**src/rtl/game_flow_ctrl_if.sv**
```systemverilog
// Bundle of key/collision/score inputs and flow-control outputs of the
// game-flow sequencer. The master side drives the game inputs, the slave
// side (the sequencer) drives the flow-control outputs.
interface game_flow_ctrl_if;
  logic [1:0]  key;
  logic        collide;
  logic        game_tick;
  logic [15:0] score;
  logic        game_rst;
  logic        over;
  logic [15:0] hi;
  logic        bgtype;
  logic [3:0]  bg;
  logic [2:0]  state;

  modport master (
    output key, collide, game_tick, score,
    input  game_rst, over, hi, bgtype, bg, state
  );

  modport slave (
    input  key, collide, game_tick, score,
    output game_rst, over, hi, bgtype, bg, state
  );
endinterface

```
**src/rtl/game_flow_ctrl.sv**
```systemverilog
// Game-flow sequencer: holds/releases the play field, freezes it on a
// collision, keeps the high score and fades the background between day
// and night as the score advances.
//
// state      | meaning
// -----------+---------------------------------------------------------
// FROZEN     | power-up idle, play field held in reset
// START      | start key pressed, waiting for its release
// RUN        | game running, collisions and day/night evaluated
// OVER_HELD  | game over, key from the last run still held
// OVER_ARMED | game over, key released, next press restarts
// RESTART    | restart key pressed, waiting for its release
module game_flow_ctrl #(
  parameter logic [15:0] PERIOD    = 16'h700,
  parameter logic [15:0] DAY_START = 16'h200,
  parameter int          FADE_DIV  = 32
) (
  input  logic             clk,
  input  logic             rst_n,
  game_flow_ctrl_if.slave  bus
);

  localparam int PW = (FADE_DIV > 2) ? $clog2(FADE_DIV) : 1;
  localparam logic [PW-1:0] PRESC_LAST = PW'(FADE_DIV - 1);

  typedef enum logic [2:0] {
    FROZEN     = 3'd0,
    START      = 3'd1,
    RUN        = 3'd2,
    OVER_HELD  = 3'd3,
    OVER_ARMED = 3'd4,
    RESTART    = 3'd5
  } state_t;

  state_t          state_q, state_d;
  logic            game_rst_q, game_rst_d;
  logic            over_q, over_d;
  logic [15:0]     hi_q;
  logic            bgtype_q;
  logic [3:0]      bg_q;
  logic [PW-1:0]   presc_q;
  logic [15:0]     score_mod;
  logic            key_held;

  assign key_held  = (bus.key != 2'b00);
  assign score_mod = bus.score % PERIOD;

  // Next-state decode; the held-reset and game-over flags follow the next state
  // so their registered copies change on the same edge as the state.
  always_comb begin
    state_d = state_q;
    case (state_q)
      FROZEN:     if (key_held)    state_d = START;
      START:      if (!key_held)   state_d = RUN;
      RUN:        if (bus.collide) state_d = OVER_HELD;
      OVER_HELD:  if (!key_held)   state_d = OVER_ARMED;
      OVER_ARMED: if (key_held)    state_d = RESTART;
      RESTART:    if (!key_held)   state_d = RUN;
      default:                     state_d = FROZEN;
    endcase
    game_rst_d = (state_d == FROZEN) || (state_d == START) || (state_d == RESTART);
    over_d     = (state_d == OVER_HELD) || (state_d == OVER_ARMED);
  end

  // State register with registered flow flags and high-score capture on collision.
  always_ff @(posedge clk or negedge rst_n) begin
    if (!rst_n) begin
      state_q    <= FROZEN;
      game_rst_q <= 1'b1;
      over_q     <= 1'b0;
      hi_q       <= 16'h0000;
    end else begin
      state_q    <= state_d;
      game_rst_q <= game_rst_d;
      over_q     <= over_d;
      if ((state_q == RUN) && bus.collide && (bus.score > hi_q))
        hi_q <= bus.score;
    end
  end

  // Day/night target selection and prescaled brightness fade, active only
  // while running and not colliding; held in the game-over states.
  always_ff @(posedge clk or negedge rst_n) begin
    if (!rst_n) begin
      bgtype_q <= 1'b1;
      bg_q     <= 4'hF;
      presc_q  <= '0;
    end else if (game_rst_q) begin
      bgtype_q <= 1'b1;
      bg_q     <= 4'hF;
      presc_q  <= '0;
    end else if ((state_q == RUN) && !bus.collide) begin
      if ((score_mod == 16'h0000) && (bus.score != 16'h0000))
        bgtype_q <= 1'b0;
      else if (score_mod == DAY_START)
        bgtype_q <= 1'b1;

      if (bus.game_tick) begin
        if (presc_q == PRESC_LAST) begin
          presc_q <= '0;
          if (bgtype_q && (bg_q != 4'hF))
            bg_q <= bg_q + 4'd1;
          else if (!bgtype_q && (bg_q != 4'h0))
            bg_q <= bg_q - 4'd1;
        end else begin
          presc_q <= presc_q + PW'(1);
        end
      end
    end
  end

  assign bus.game_rst = game_rst_q;
  assign bus.over     = over_q;
  assign bus.hi       = hi_q;
  assign bus.bgtype   = bgtype_q;
  assign bus.bg       = bg_q;
  assign bus.state    = state_q;

endmodule

```
**src/flat_wrapper.sv**
```systemverilog
// flat-port wrapper written by rule: the top's interface ports become plain ports
module game_flow_ctrl_flat 
#(
  parameter logic [15:0] PERIOD    = 16'h700,
  parameter logic [15:0] DAY_START = 16'h200,
  parameter int          FADE_DIV  = 32
)
  (clk, rst_n, bus_key, bus_collide, bus_game_tick, bus_score, bus_game_rst, bus_over, bus_hi, bus_bgtype, bus_bg, bus_state);
  game_flow_ctrl_if bus_i ();
  input  logic clk;
  input  logic rst_n;
  input wire logic [$bits(bus_i.key)-1:0] bus_key;
  input wire logic [$bits(bus_i.collide)-1:0] bus_collide;
  input wire logic [$bits(bus_i.game_tick)-1:0] bus_game_tick;
  input wire logic [$bits(bus_i.score)-1:0] bus_score;
  output wire logic [$bits(bus_i.game_rst)-1:0] bus_game_rst;
  output wire logic [$bits(bus_i.over)-1:0] bus_over;
  output wire logic [$bits(bus_i.hi)-1:0] bus_hi;
  output wire logic [$bits(bus_i.bgtype)-1:0] bus_bgtype;
  output wire logic [$bits(bus_i.bg)-1:0] bus_bg;
  output wire logic [$bits(bus_i.state)-1:0] bus_state;
  assign bus_i.key = bus_key;
  assign bus_i.collide = bus_collide;
  assign bus_i.game_tick = bus_game_tick;
  assign bus_i.score = bus_score;
  assign bus_game_rst = bus_i.game_rst;
  assign bus_over = bus_i.over;
  assign bus_hi = bus_i.hi;
  assign bus_bgtype = bus_i.bgtype;
  assign bus_bg = bus_i.bg;
  assign bus_state = bus_i.state;
  game_flow_ctrl #(.PERIOD(PERIOD), .DAY_START(DAY_START), .FADE_DIV(FADE_DIV)) u_core (.clk(clk), .rst_n(rst_n), .bus(bus_i));
endmodule
```
**config.mk**
```make
export PLATFORM = sky130hd
export DESIGN_NAME = game_flow_ctrl_flat
export DESIGN_NICKNAME = d
export VERILOG_FILES = /design/src/rtl/game_flow_ctrl_if.sv /design/src/rtl/game_flow_ctrl.sv /design/src/flat_wrapper.sv
export SDC_FILE = /design/constraint.sdc
export NUM_CORES = 1
export LEC_CHECK = 0
export CAP_MARGIN = 20
export CORE_MARGIN = 2
export CORE_UTILIZATION = 54
export CTS_BUF_LIST = sky130_fd_sc_hd__clkbuf_4 sky130_fd_sc_hd__clkbuf_8
export DETAILED_ROUTE_END_ITERATION = 16
export PLACE_DENSITY = 0.8
export SETUP_SLACK_MARGIN = 0.3
export SLEW_MARGIN = 30
export SYNTH_ARGS = -nofsm -noshare
export SYNTH_HDL_FRONTEND = slang
export SYNTH_SLANG_ARGS = --single-unit
export TNS_END_PERCENT = 20
```
**constraint.sdc**
```tcl
create_clock -name clk -period 3.2 [get_ports clk]
set_clock_uncertainty 0.05 [all_clocks]
set_input_delay 0.64 -clock clk [delete_from_list [all_inputs] [get_ports clk]]
set_output_delay 0.64 -clock clk [all_outputs]
set_load 0.02 [all_outputs]
```
# [Word level (Yosys, flattened, before mapping)]
# Index checks and enable logic that the tools add are counted.
[word_totals] input_bits=22 output_inout_bits=26 reg_bits=31
[classes] order_cmp=1 n_eq_ne=12 n_reduce_logical=26 div=1 n_mux=20 addsub=3
[op_table] cell="4-bit two-way mux" n=6
[op_table] cell="5-bit two-way mux" n=4
[op_table] cell="16-bit by 10-bit equality test with 1-bit output, second input constant" n=1
[op_table] cell="16-bit greater-than comparator" n=1
[op_table] cell="16-bit zero test" n=1
[op_table] cell="16-bit by 11-bit modulo with 16-bit output, second input constant" n=1
[op_table] cell="16-bit nonzero test" n=1
[op_table] cell="3-bit two-way mux" n=5
[op_table] cell="3-bit case mux with 5 select lines" n=1
[op_table] cell="3-bit equality test, second input constant" n=4
[op_table] cell="3-bit by 2-bit equality test with 1-bit output, second input constant" n=3
[op_table] cell="2-bit nonzero test" n=4
[op_table] cell="3-bit by 1-bit equality test with 1-bit output, second input constant" n=2
[op_table] cell="1-bit logical AND" n=6
[op_table] cell="3-bit zero test" n=2
[op_table] cell="3-bit nonzero test" n=2
[op_table] cell="5-bit by 1-bit adder with 5-bit output, second input constant" n=1
[op_table] cell="5-bit equality test, second input constant" n=1
[op_table] cell="4-bit by 1-bit adder with 4-bit output, second input constant" n=1
[op_table] cell="1-bit two-way mux" n=4
[op_table] cell="4-bit != test, second input constant" n=1
[op_table] cell="2-bit AND reduction" n=2
[op_table] cell="4-bit AND reduction" n=1
[op_table] cell="4-bit nonzero test" n=1
[op_table] cell="other kinds (4)" n=7

# [Longest topological paths before layout]
[logic_depth] depth_word=8 ltp_mapped=10 mapped_depth_nobuf=9

# [Least setup slack after synthesis]
# No wires, ideal clock.
[synth_timing] path_type="input to register" startpoint="input bus_score[11]" endpoint="register u_core.hi_q[2], in the netlist u_core.bus.hi[2]" cell_stages=9 slack_ns=0.726 arrival_time_ns=2.299 cell_sequence="ha_1 nand2_1 o21ai_1 a31oi_1 o21ai_0 o211ai_1 a21oi_2 buf_4 mux2_2"
[synth_via] elab_chain_len=2
[synth_lines] item="start: declaration" line="flat_wrapper.sv:15" source="input wire logic [$bits(bus_i.score)-1:0] bus_score;"
[synth_lines] item="16-bit greater-than comparator" line="game_flow_ctrl.sv:76" source="if ((state_q == RUN) && bus.collide && (bus.score > hi_q))"
[synth_lines] item="1-bit logical AND" line="game_flow_ctrl.sv:76"
[synth_lines] item="end signal: assignment" line="game_flow_ctrl.sv:77" source="hi_q <= bus.score;"
[synth_lines] item="end: declaration" line="game_flow_ctrl.sv:38" source="logic [15:0] hi_q;"
# Every way passes these cells.
# A chain may end at the register's enable or synchronous reset.

# [Final worst setup path]
[layout_timing] startpoint="input bus_score[9]" endpoint="register u_core.hi_q[1], in the netlist u_core.bus.hi[1]"
# The elaborated chain is that of the path after synthesis.

==> results by stage <==
Hold path:
- In this run the most critical hold path is launched from u_core.presc_q[4].
- The cell depth of the worst hold path is 2.
- The end point of the worst hold path is u_core.presc_q[4].
- The worst hold-check path type is reg -> reg.

Detailed routing:
- The via count of the routed design is 2315.
- The number of optimization iterations in the first detailed-route pass is 4.
- Summed over all layers, the routed wires come to 6203 um.
- The wire length per cell after detailed routing is 16.11 um.
- The post-detailed-route DRC marker count is 0.
- The number of antenna-violating nets in the routed design is 0.
- After the first detailed-routing iteration, the DRC count stood at 141.
- After detailed routing, the number of vias per cell comes to 6.013.

Clocking:
- The number of H-tree levels is 2.
- The clock transition time at the flip-flop clock pins of the worst setup and hold paths is 0.07 ns.
- The later-pin clock latency in the skew report is 0.28 ns.
- TritonCTS built the clock tree.
- In this run, CTS created clock tree buffers numbering 5.
- The number of clock sinks is 31.
- The worst-case clock buffer depth is 2.
- Hold repair after CTS inserted 0 buffers.
- CTS placed an instance of sky130_fd_sc_hd__clkbuf_8 at the clock tree root.

Worst setup path:
- The arrival time at the worst endpoint is 2.88 ns.
- Along the worst path, the maximum fanout reaches 6.
- The startpoint class of the critical path is an input port.
- The startpoint of the most critical register-to-register path is u_core.bus.hi[11].
- The gate family responsible for the most delay along the worst path is compound AO/OA/AOI/OAI gates.
- By startpoint and endpoint, the worst setup path is classified as in -> reg.
- The worst register-to-register path has a depth of 10.
- In this run the critical register-to-register path is captured at u_core.bus.hi[2].
- Traced cell by cell, the critical path runs through clkdlybuf4s50_1, ha_1, a21oi_1, o21ai_1, a31oi_1, o21ai_1, a211oi_2, a21oi_4, buf_4, mux2_1.
- The number of buffers and inverters on the critical path is 2.
- Counting stages on the worst path, the most repeated cell is sky130_fd_sc_hd__o21ai_1.
- STA classifies the critical path endpoint as a flop.
- The data required time at the worst endpoint is 3.31 ns.
- The largest single stage delay on the critical path is 0.52 ns.
- Counting buffers and inverters, the worst setup path is 10 cells deep.
- The minimum setup slack among reg-to-reg paths is 0.82 ns.
- The cell at the slowest stage of the critical path is sky130_fd_sc_hd__clkdlybuf4s50_1.

Synthesis:
- The leading register cell type out of synthesis is sky130_fd_sc_hd__dfrtp_1.
- The number of distinct standard cells referenced by the synthesized netlist is 68.
- Summed over all instances, the cell type with the most area after synthesis is sky130_fd_sc_hd__dfrtp_1.
- The post-synthesis instance area is 2570 um^2.
- Sorting the synthesized cells by how often they occur yields sky130_fd_sc_hd__dfrtp_1 (25), sky130_fd_sc_hd__inv_1 (22), sky130_fd_sc_hd__ha_1 (20).
- In this run, synthesis inferred 0 flip-flops with an integrated enable.
- The most common cell in the synthesized netlist is sky130_fd_sc_hd__dfrtp_1.
- The sequential area share after synthesis is 30.48%.
- During synthesis, Yosys emitted a total of 0 warnings.
- In this run, synthesis produced a sequential element count of 31.
- The cell count after synthesis came out at 275.
- The proportion of register bits with asynchronous set or reset after synthesis is 100.0%.
- The synthesized design devotes to its leading area cell type 24.34% of total area.
- The per-instance average area after synthesis is 9.345 um^2.
- The number of nets handed over by synthesis was 318.
- Ranked by total cell area, the synthesized netlist is headed by sky130_fd_sc_hd__dfrtp_1 (24%), sky130_fd_sc_hd__ha_1 (9.7%), sky130_fd_sc_hd__dfstp_2 (6.1%).

Power:
- The total power is 2.193 mW.
- The logic gate share of total power is 51.1%.
- The analysis attributes to cell leakage a power of 1.371 nW.
- Cell internal power was estimated by the tool at 1.330 mW.
- Per report_power, the sequential group accounts for 30.5% of the total.
- The peak supply drop is 0.0005482 V.
- Per report_power, the clock group accounts for 18.4% of the total.
- For this design the total switching power over the nets is 863.9 uW.
- In this run switching power makes up 39.39% of total power.
- The cell area power density is 674.3 nW/um^2.

Finish:
- In the final layout, the share of cells above drive strength 1 is 17.52%.
- Once layout is complete, the utilization of the core stands at 69.80%.
- The area growth from synthesis to final layout is 26.58%.
- The final instance count without filler cells is 385.
- The number of antenna diodes is 0.
- The final-layout fill cell count is 373.
- Registers take 783.3 um^2.
- The final instance area is 3253 um^2.
- The multi-input logic area is 1604 um^2.
- The number of nets in the layout is 373.

GRT:
- The overall track demand over capacity in global routing is 25.28%.
- For this run, global-route usage on met1 was measured as 34.21%.
- The initial antenna violation count is 0.
- The global-route wire length before repair is 10600 um.
- The pin count of the biggest net entering global routing is 32.
- For met2 alone, demand over resource in global routing was 41.44%.
- The most used routing layer is met2.
- For met3 alone, demand over resource in global routing was 4.420%.
- The via count of the first global-routing pass is 2237.
- The residual overflow from global routing is 0.

Die:
- Measured along the y axis, the die boundary spans 72.99 um.
- The core region is 4661 um^2.
- The die covers 5327 um^2.
- The number of cell rows is 25.
- The number of placed I/O pins is 48.
- The die span in x is 72.99 um.
- The starting utilization of the core area is 55.14%.

Placement:
- The final weighted congestion of routability-driven global placement is 0.9733.
- Including well taps, the total number of placed cells is 373.
- The placed instances occupy a cell area of 3087 um^2.
- The sum of net half-perimeters after detailed placement is 4240 um.
- The count of buffers inserted at the top-level ports is 47.
- OpenSTA, run right after detailed placement, puts the worst setup slack at -0.2187 ns.

Outcome:
- The flow ran to the end, and the final reports show no timing, DRC or antenna violations.

STA:
- The worst hold margin is 0.4821 ns.
- The number of hold violations in the final report is 0.
- In the final timing run, aggregate negative setup slack is 0 ns.
- Counting I/O delays and the setup requirement, the final critical path takes 2.772 ns.
- The max-slew headroom at the worst pin is 67.89%.
- Setup repair after global routing left no endpoint under its margin.
- Timing would allow up to 360.8 MHz.
- The portion of the clock cycle consumed by the worst path in the final layout is 86.61%.
- The count of final setup violators is 0.
- At the pin with the least slew margin, the transition time is 0.4788 ns.
- Setup slack closes at 0.4285 ns.
- The final number of max-transition violations is 0.

Job:
- Max-cap violations in this run came to 0.
## worst max-delay path by stage
stage	slack, ns	end	startpoint
6_report	0.43	u_core.bus.hi[1]	bus_score[9]
3_5_place_dp	-0.22	u_core.bus.hi[2]	bus_score[9]
3_3_place_gp	-0.12	u_core.bus.hi[15]	bus_score[9]
2_1_floorplan	0.73	u_core.bus.hi[2]	bus_score[11]
5_1_grt	0.34	u_core.bus.bgtype	bus_score[14]
4_1_cts	0.28	u_core.bus.hi[1]	bus_score[9]
## power by group through the flow
stage               Sequential (mW)  Clock [mW]  Combinational (mW)
floorplan                     0.797           0               0.498
global placement              0.665           0                1.04
detailed placement            0.673           0                1.07
CTS                           0.667       0.408                1.10
global route                  0.689       0.434                1.22
finish                        0.669       0.403                1.12
## cell type report
| cell class | count | share of cell area, % |
|---|---|---|
| multi-input cells | 206 | 49.31 |
| inverters | 22 | 2.538 |
| repair buffers | 64 | 18.38 |
| well taps | 54 | 2.077 |
| flip-flops and latches | 31 | 24.08 |
| clock buffers | 6 | 2.538 |
| clock inverters | 2 | 1.077 |
## worst register-to-register path: cells and delay by family (launching register included)
| family | cells | cell delay (ns) |
|---|---|---|
| buffers and inverters | 2 | 0.23 |
| and+or+nand+nor | 1 | 0.09 |
| DFF | 1 | 0.38 |
| adders and majority gates | 1 | 0.30 |
| muxes | 1 | 0.34 |
| AOI/OAI and AO/OA | 5 | 0.88 |
## cells by family after synthesis
kind of cell	synth area share, %
xor+xnor	2.726
simple gates	19.43
mux	8.909
flops	30.48
fa+ha+maj	10.95
buf+inv	7.838
compound gates	19.67
## per-layer routing
metal | routed length, um | share of wire (%)
met5 | 0 | 0
met4 | 76 | 1.2
met3 | 333 | 5.4
met2 | 3068 | 49
met1 | 2726 | 44
## flip-flops by register name (all words and copies together) (netlist names)
signal and count:
u_core.bus.bgtype 1, u_core.bus.hi 16, u_core.bus.game_rst 1, u_core.bus.over 1, u_core.bus.state 3, u_core.presc_q 5, u_core.bus.bg 4
## cell usage in the layout (no fill, tap or decap), types with 3 or more instances in the layout
| cell | n |
|---|---|
| sky130_fd_sc_hd__nand4_1 | 3 |
| sky130_fd_sc_hd__a21oi_1 | 16 |
| sky130_fd_sc_hd__inv_1 | 22 |
| sky130_fd_sc_hd__nand2b_1 | 4 |
| sky130_fd_sc_hd__clkdlybuf4s50_1 | 47 |
| sky130_fd_sc_hd__nor2_1 | 13 |
| sky130_fd_sc_hd__nor2b_1 | 3 |
| sky130_fd_sc_hd__mux2_1 | 4 |
| sky130_fd_sc_hd__nand3b_1 | 4 |
| sky130_fd_sc_hd__nor4_1 | 5 |
| sky130_fd_sc_hd__a31oi_1 | 6 |
| sky130_fd_sc_hd__dfstp_2 | 6 |
| sky130_fd_sc_hd__o21ai_0 | 9 |
| sky130_fd_sc_hd__nor3_1 | 7 |
| sky130_fd_sc_hd__ha_1 | 20 |
| sky130_fd_sc_hd__xor2_1 | 3 |
| sky130_fd_sc_hd__clkbuf_8 | 6 |
| sky130_fd_sc_hd__dfrtp_1 | 25 |
| sky130_fd_sc_hd__a21o_1 | 4 |
| sky130_fd_sc_hd__nand3_1 | 7 |
| sky130_fd_sc_hd__a211o_1 | 4 |
| sky130_fd_sc_hd__nand2_1 | 15 |
| sky130_fd_sc_hd__buf_4 | 17 |
| sky130_fd_sc_hd__o21a_1 | 4 |
| sky130_fd_sc_hd__and2_1 | 4 |
| sky130_fd_sc_hd__xnor2_1 | 5 |
| sky130_fd_sc_hd__mux2i_1 | 6 |
| sky130_fd_sc_hd__mux2_2 | 11 |
## timing repair
item                                    4_1_cts  5_1_grt
setup buffers                                 4        0
resized for setup                             1        3
pin swaps                                     0        1
endpoints found under the setup margin       16       16
endpoints found under the hold margin         0        0
(Power assumes the default switching activity.)
